### src/rtl/mmio_uart_tx_if.sv
// Core data-memory store port as seen by the console output stage.
// The pipeline drives it (master); snoopers such as mmio_uart_tx listen (slave).
interface mmio_uart_tx_if #(
    parameter int ADDR_LEN = 32,
    parameter int DATA_LEN = 32
);
    logic                dmem_we;
    logic [ADDR_LEN-1:0] dmem_addr;
    logic [DATA_LEN-1:0] dmem_wdata;

    modport master (
        output dmem_we,
        output dmem_addr,
        output dmem_wdata
    );

    modport slave (
        input dmem_we,
        input dmem_addr,
        input dmem_wdata
    );
endinterface

### src/rtl/mmio_uart_tx.sv
// MMIO console: stores to 0x0 queue a char, to 0x8 mark finish; chars leave as 8N1 on txd.
// MMIO_UART_TX_FIFO_EN selects a FIFO_DEPTH-entry FIFO, else a single holding register.
module mmio_uart_tx #(
    parameter int CLK_DIV    = 868,
    parameter int FIFO_DEPTH = 16,
    parameter int ADDR_LEN   = 32,
    parameter int DATA_LEN   = 32
) (
    input  logic                 clk,
    input  logic                 reset,
    mmio_uart_tx_if.slave        bus,
    output logic                 txd,
    output logic [7:0]           led,
    output logic                 finished,
    output logic                 done,
    output logic                 overflow
);

    localparam int BW = (CLK_DIV > 1) ? $clog2(CLK_DIV) : 1;
    localparam logic [BW-1:0] BAUD_LAST = BW'(CLK_DIV - 1);
    localparam logic [BW-1:0] BAUD_ONE  = BW'(1);

    typedef enum logic [1:0] {
        S_IDLE,
        S_START,
        S_DATA,
        S_STOP
    } state_t;

    logic       cw;
    logic       fw;
    logic       push;
    logic       pop;
    logic       q_empty;
    logic       q_full;
    logic [7:0] q_head;
    logic [7:0] wbyte;

    assign wbyte = bus.dmem_wdata[7:0];
    assign cw    = bus.dmem_we && (bus.dmem_addr == '0);
    assign fw    = bus.dmem_we && (bus.dmem_addr == ADDR_LEN'(8));
    // Full is sampled before any same-edge pop, so a write into a full queue drops.
    assign push  = cw && !q_full;

    logic unused_wdata;
    assign unused_wdata = ^bus.dmem_wdata[DATA_LEN-1:8];

`ifdef MMIO_UART_TX_FIFO_EN
    localparam int PW = $clog2(FIFO_DEPTH);
    localparam logic [PW:0] PTR_ONE = (PW+1)'(1);

    logic [PW:0] wptr_q, wptr_d;
    logic [PW:0] rptr_q, rptr_d;
    logic [7:0]  mem_q [FIFO_DEPTH];

    assign q_empty = (wptr_q == rptr_q);
    assign q_full  = (wptr_q[PW] != rptr_q[PW]) &&
                     (wptr_q[PW-1:0] == rptr_q[PW-1:0]);
    assign q_head  = mem_q[rptr_q[PW-1:0]];

    always_comb begin
        wptr_d = wptr_q;
        rptr_d = rptr_q;
        if (push) wptr_d = wptr_q + PTR_ONE;
        if (pop)  rptr_d = rptr_q + PTR_ONE;
    end

    always_ff @(posedge clk or posedge reset) begin
        if (reset) begin
            wptr_q <= '0;
            rptr_q <= '0;
        end else begin
            wptr_q <= wptr_d;
            rptr_q <= rptr_d;
        end
    end

    always_ff @(posedge clk) begin
        if (push) mem_q[wptr_q[PW-1:0]] <= wbyte;
    end
`else
    logic       hold_vld_q, hold_vld_d;
    logic [7:0] hold_q, hold_d;

    logic unused_cfg;
    assign unused_cfg = ^32'(FIFO_DEPTH);

    assign q_empty = !hold_vld_q;
    assign q_full  = hold_vld_q;
    assign q_head  = hold_q;

    always_comb begin
        hold_vld_d = hold_vld_q;
        hold_d     = hold_q;
        if (pop) hold_vld_d = 1'b0;
        if (push) begin
            hold_vld_d = 1'b1;
            hold_d     = wbyte;
        end
    end

    always_ff @(posedge clk or posedge reset) begin
        if (reset) begin
            hold_vld_q <= 1'b0;
            hold_q     <= '0;
        end else begin
            hold_vld_q <= hold_vld_d;
            hold_q     <= hold_d;
        end
    end
`endif

    state_t     state_q, state_d;
    logic [BW-1:0] baud_q, baud_d;
    logic [2:0] bit_q, bit_d;
    logic [7:0] shift_q, shift_d;
    logic       txd_q, txd_d;
    logic       baud_end;

    assign baud_end = (baud_q == BAUD_LAST);

    always_comb begin
        state_d = state_q;
        baud_d  = baud_q;
        bit_d   = bit_q;
        shift_d = shift_q;
        txd_d   = txd_q;
        pop     = 1'b0;
        unique case (state_q)
            S_IDLE: begin
                if (!q_empty) begin
                    pop     = 1'b1;
                    shift_d = q_head;
                    bit_d   = '0;
                    baud_d  = '0;
                    txd_d   = 1'b0;
                    state_d = S_START;
                end
            end
            S_START: begin
                if (baud_end) begin
                    baud_d  = '0;
                    txd_d   = shift_q[0];
                    state_d = S_DATA;
                end else begin
                    baud_d = baud_q + BAUD_ONE;
                end
            end
            S_DATA: begin
                if (baud_end) begin
                    baud_d = '0;
                    if (bit_q == 3'd7) begin
                        txd_d   = 1'b1;
                        state_d = S_STOP;
                    end else begin
                        shift_d = {1'b0, shift_q[7:1]};
                        bit_d   = bit_q + 3'd1;
                        txd_d   = shift_q[1];
                    end
                end else begin
                    baud_d = baud_q + BAUD_ONE;
                end
            end
            S_STOP: begin
                if (baud_end) begin
                    baud_d = '0;
                    // Chain straight into the next start bit with no idle gap.
                    if (!q_empty) begin
                        pop     = 1'b1;
                        shift_d = q_head;
                        bit_d   = '0;
                        txd_d   = 1'b0;
                        state_d = S_START;
                    end else begin
                        txd_d   = 1'b1;
                        state_d = S_IDLE;
                    end
                end else begin
                    baud_d = baud_q + BAUD_ONE;
                end
            end
            default: begin
                txd_d   = 1'b1;
                state_d = S_IDLE;
            end
        endcase
    end

    always_ff @(posedge clk or posedge reset) begin
        if (reset) begin
            state_q <= S_IDLE;
            baud_q  <= '0;
            bit_q   <= '0;
            shift_q <= '0;
            txd_q   <= 1'b1;
        end else begin
            state_q <= state_d;
            baud_q  <= baud_d;
            bit_q   <= bit_d;
            shift_q <= shift_d;
            txd_q   <= txd_d;
        end
    end

    logic [7:0] led_q, led_d;
    logic       fin_q, fin_d;
    logic       ovf_q, ovf_d;

    always_comb begin
        led_d = led_q;
        if (push) led_d = {led_q[7], wbyte[6:0]};
        if (fw)   led_d[7] = 1'b1;
        fin_d = fin_q | fw;
        ovf_d = ovf_q | (cw && q_full);
    end

    always_ff @(posedge clk or posedge reset) begin
        if (reset) begin
            led_q <= '0;
            fin_q <= 1'b0;
            ovf_q <= 1'b0;
        end else begin
            led_q <= led_d;
            fin_q <= fin_d;
            ovf_q <= ovf_d;
        end
    end

    assign txd      = txd_q;
    assign led      = led_q;
    assign finished = fin_q;
    assign overflow = ovf_q;
    assign done     = fin_q && q_empty && (state_q == S_IDLE);

endmodule

### src/flat_wrapper.sv
// flat-port wrapper written by rule: the top's interface ports become plain ports
module mmio_uart_tx_flat 
#(
    parameter int CLK_DIV    = 868,
    parameter int FIFO_DEPTH = 16,
    parameter int ADDR_LEN   = 32,
    parameter int DATA_LEN   = 32
)
  (clk, reset, txd, led, finished, done, overflow, bus_dmem_we, bus_dmem_addr, bus_dmem_wdata);
  mmio_uart_tx_if #(.ADDR_LEN(ADDR_LEN), .DATA_LEN(DATA_LEN)) bus_i ();
  input  logic clk;
  input  logic reset;
  output logic txd;
  output logic [7:0] led;
  output logic finished;
  output logic done;
  output logic overflow;
  input wire logic [$bits(bus_i.dmem_we)-1:0] bus_dmem_we;
  input wire logic [$bits(bus_i.dmem_addr)-1:0] bus_dmem_addr;
  input wire logic [$bits(bus_i.dmem_wdata)-1:0] bus_dmem_wdata;
  assign bus_i.dmem_we = bus_dmem_we;
  assign bus_i.dmem_addr = bus_dmem_addr;
  assign bus_i.dmem_wdata = bus_dmem_wdata;
  mmio_uart_tx #(.CLK_DIV(CLK_DIV), .FIFO_DEPTH(FIFO_DEPTH), .ADDR_LEN(ADDR_LEN), .DATA_LEN(DATA_LEN)) u_core (.clk(clk), .reset(reset), .bus(bus_i), .txd(txd), .led(led), .finished(finished), .done(done), .overflow(overflow));
endmodule
### config.mk
export PLATFORM = sky130hd
export DESIGN_NAME = mmio_uart_tx_flat
export DESIGN_NICKNAME = d
export VERILOG_FILES = /design/src/rtl/mmio_uart_tx_if.sv /design/src/rtl/mmio_uart_tx.sv /design/src/flat_wrapper.sv
export SDC_FILE = /design/constraint.sdc
export NUM_CORES = 1
export LEC_CHECK = 0
export CAP_MARGIN = 20
export CORE_ASPECT_RATIO = 0.6
export CORE_MARGIN = 2
export CORE_UTILIZATION = 30
export DETAILED_ROUTE_END_ITERATION = 6
export PLACE_DENSITY = 0.62
export SYNTH_ARGS = -nofsm -noshare
export SYNTH_HDL_FRONTEND = slang
export SYNTH_SLANG_ARGS = --single-unit
### constraint.sdc
create_clock -name clk -period 2.85 [get_ports clk]
set_clock_uncertainty 0.15 [all_clocks]
set_input_delay 0.285 -clock clk [delete_from_list [all_inputs] [get_ports clk]]
set_output_delay 0.285 -clock clk [all_outputs]
set_load 0.01 [all_outputs]
==> qor.txt <==
Status: completed
Syn Area/Cell: 10.9 sq um
Core ar.: 6220 sq um
CTS tree: yes
Synth area leader: dfrtp_1
CP Class: flip-flop to flip-flop
Finished Cell Area: 2670 sq um
Mapped Cells: 180
Root Buffer: clkbuf_8
Power Density: 362 nW/um^2
Clk_lat worst skew: 280 ps
Fmax: 0.396 GHz
Grt total ovfl: 0
# Max-Cap Violations: 0
CTS Sinks: 36
IO Count: 79
Slew @ Worst Pin: 604 ps
CTS max path bufs: 2
Final nets: 308
Vias per inst: 4.86
CTS Hold Bufs: 0
Total leakage power: 0.00118 uW
Pin count of the biggest net entering global routing: 30
Synth top area share: 0.445
Asr flop ratio synth: 1.00
Vias: 1,542
Number of routed nets with antenna violations: 0
DP Area: 2580 sq um
Max transition margin: 0.594
Post-Route Setup TNS: 0 ps
Slew Viols, Final: 0
Data arrival, critical path: 2540 ps
Starting Density: 0.317
Seq/Total Area, Yosys: 0.458
Drt pass-1 iters: 4
Port bufs: 54
Ys flop type: dfrtp_1
GRT Util Overall: 0.131
Critical Path Fanout Max: 10
Clk pin slew, worst setup/hold paths: 70 ps
Kind of start point of the critical path: flip-flop
Peak VDD IR: 0.190 mV
Routed Wire Length: 4.45 mm
Most common cell after layout, fill and taps aside: clkdlybuf4s50_1
Post-synth EDFFs: 0
Post-synthesis cell area: 1970 sq um
Min Tclk post-route: 2520 ps
Dpl cells: 310
Syn_nets: 255
RSZ-0062 raised after global routing: false
YS warnings: 0
RePlAce Congestion: 0.792
Die Span Y: 66.8 um
DRT iter0 DRCs: 75
Setup violations, final: 0
Hpwl dp: 3.40 mm
Ratio of cells with drive above 1 in the final layout: 0.180
Die area: 7250 sq um
Drt wl/cell: 14.0 um
Post_cts resized: 0
Hold Vio Cnt, Final: 0
Synthesized flop and latch total: 36
Most frequent cells in the layout: clkdlybuf4s50_1 (54), dfrtp_1 (35), mux2_2 (25), inv_1 (11), a21oi_1 (10)
Post-synthesis cell type count: 42
R2R Setup Slk: 330 ps
Die width: 109 um
Pwr Total: 967 uW
First-pass GRT wire length: 7.31 mm
Area growth, synth to finish: 35.7%
Tcrit/Tclk final: 0.885
Antenna violations before repair: 0
Post-route insts no fill: 317
Post-CTS Setup Bufs: 0
Remaining DRCs: 0
Diodes inserted: 0
CTS Buf Count: 5
Std-Cell Rows: 22
CP endpoint kind: flip-flop
Worst Path Required: 2870 ps
Vias in the first global route: 1,572
Top cells by area, synth: dfrtp_1 (44%), mux2_2 (14%), ha_1 (5.1%)
Hold Crit Class: primary input to async pin
# H-tree levels: 2
-- path summary, 6_finish.rpt --
check                                      start                end  cells past startpoint
worst max-delay path            u_core.baud_q[0]  u_core.shift_q[0]                      5
worst min-delay path                       reset   u_core.hold_q[1]                      2
worst max register to register  u_core.baud_q[0]  u_core.shift_q[0]                      5
worst min register to register     u_core.led[7]      u_core.led[7]                      1
max in group asynchronous                  reset         u_core.txd                      3
min in group clk                   u_core.led[7]      u_core.led[7]                      1
-- cell usage after synthesis, types with 2 or more instances --
master     instances
a21o_1             3
a21oi_1           10
a31oi_1            2
and2_1             3
and3_1             2
buf_4              7
clkbuf_1           5
dfrtp_1           35
ha_1               8
inv_1             11
mux2_2            25
mux2i_1            2
nand2_1            9
nand2b_1           2
nand3_1            4
nand3b_1           2
nand4_1            4
nor2_1             4
nor2b_1            2
nor3_1             2
nor4_1             7
o21ai_0            4
o2bb2ai_1          2
o31a_1             2
or3_1              6
-- through the flow --
stage	worst slack, ps	util	hold slack (ps)
floorplan	498	-	252
global placement	318	0.414	304
detailed placement	334	0.414	319
CTS	325	0.430	107
global route	214	0.430	113
finish	327	0.430	100
-- where the power goes --
group	switching (uW)	internal (uW)	total (uW)
logic	20.2	52.9	73.1
registers	0.0930	511	511
clock network	167	215	382
total	187	779	967
-- kinds of logic after synthesis --
kind of cell | after synthesis | share of synthesized area
buf+inv | 24 | 0.0597
flops | 36 | 0.458
mux | 27 | 0.153
fa+ha+maj | 8 | 0.0508
compound gates | 34 | 0.126
simple gates | 51 | 0.152
-- layer usage --
metal,vias to the layer above,GRT usage,part of all wire
met1,706,0.185,0.50
met4,0,0.0385,0.0031
li1,764,-,-
met5,-,0,0
met3,2,0.0362,0.12
met2,70,0.194,0.38
-- layout make-up --
cell class | instances | area [sq um]
well taps | 84 | 105
clock buffers | 7 | 96.3
fillers | 590 | 3550
multi-input cells | 120 | 950
repair buffers | 59 | 578
flip-flops and latches | 36 | 902
inverters | 11 | 41.3
-- worst max-delay path: stages (launching register included) --
cell,delay [ps]
dfrtp_1,370
ha_1,200
or4b_4,480
or3_1,500
o22ai_4,330
mux2_2,380
-- registers in the layout, indices dropped and copies added (netlist names) --
signal / cells
u_core.finished: 1
u_core.txd: 1
u_core.hold_q: 8
u_core.overflow: 1
u_core.baud_q: 10
u_core.bit_q: 3
u_core.shift_q: 8
u_core.led: 1
u_core.state_q: 2
u_core.hold_vld_q: 1
Power figures use the tool's default switching activity.
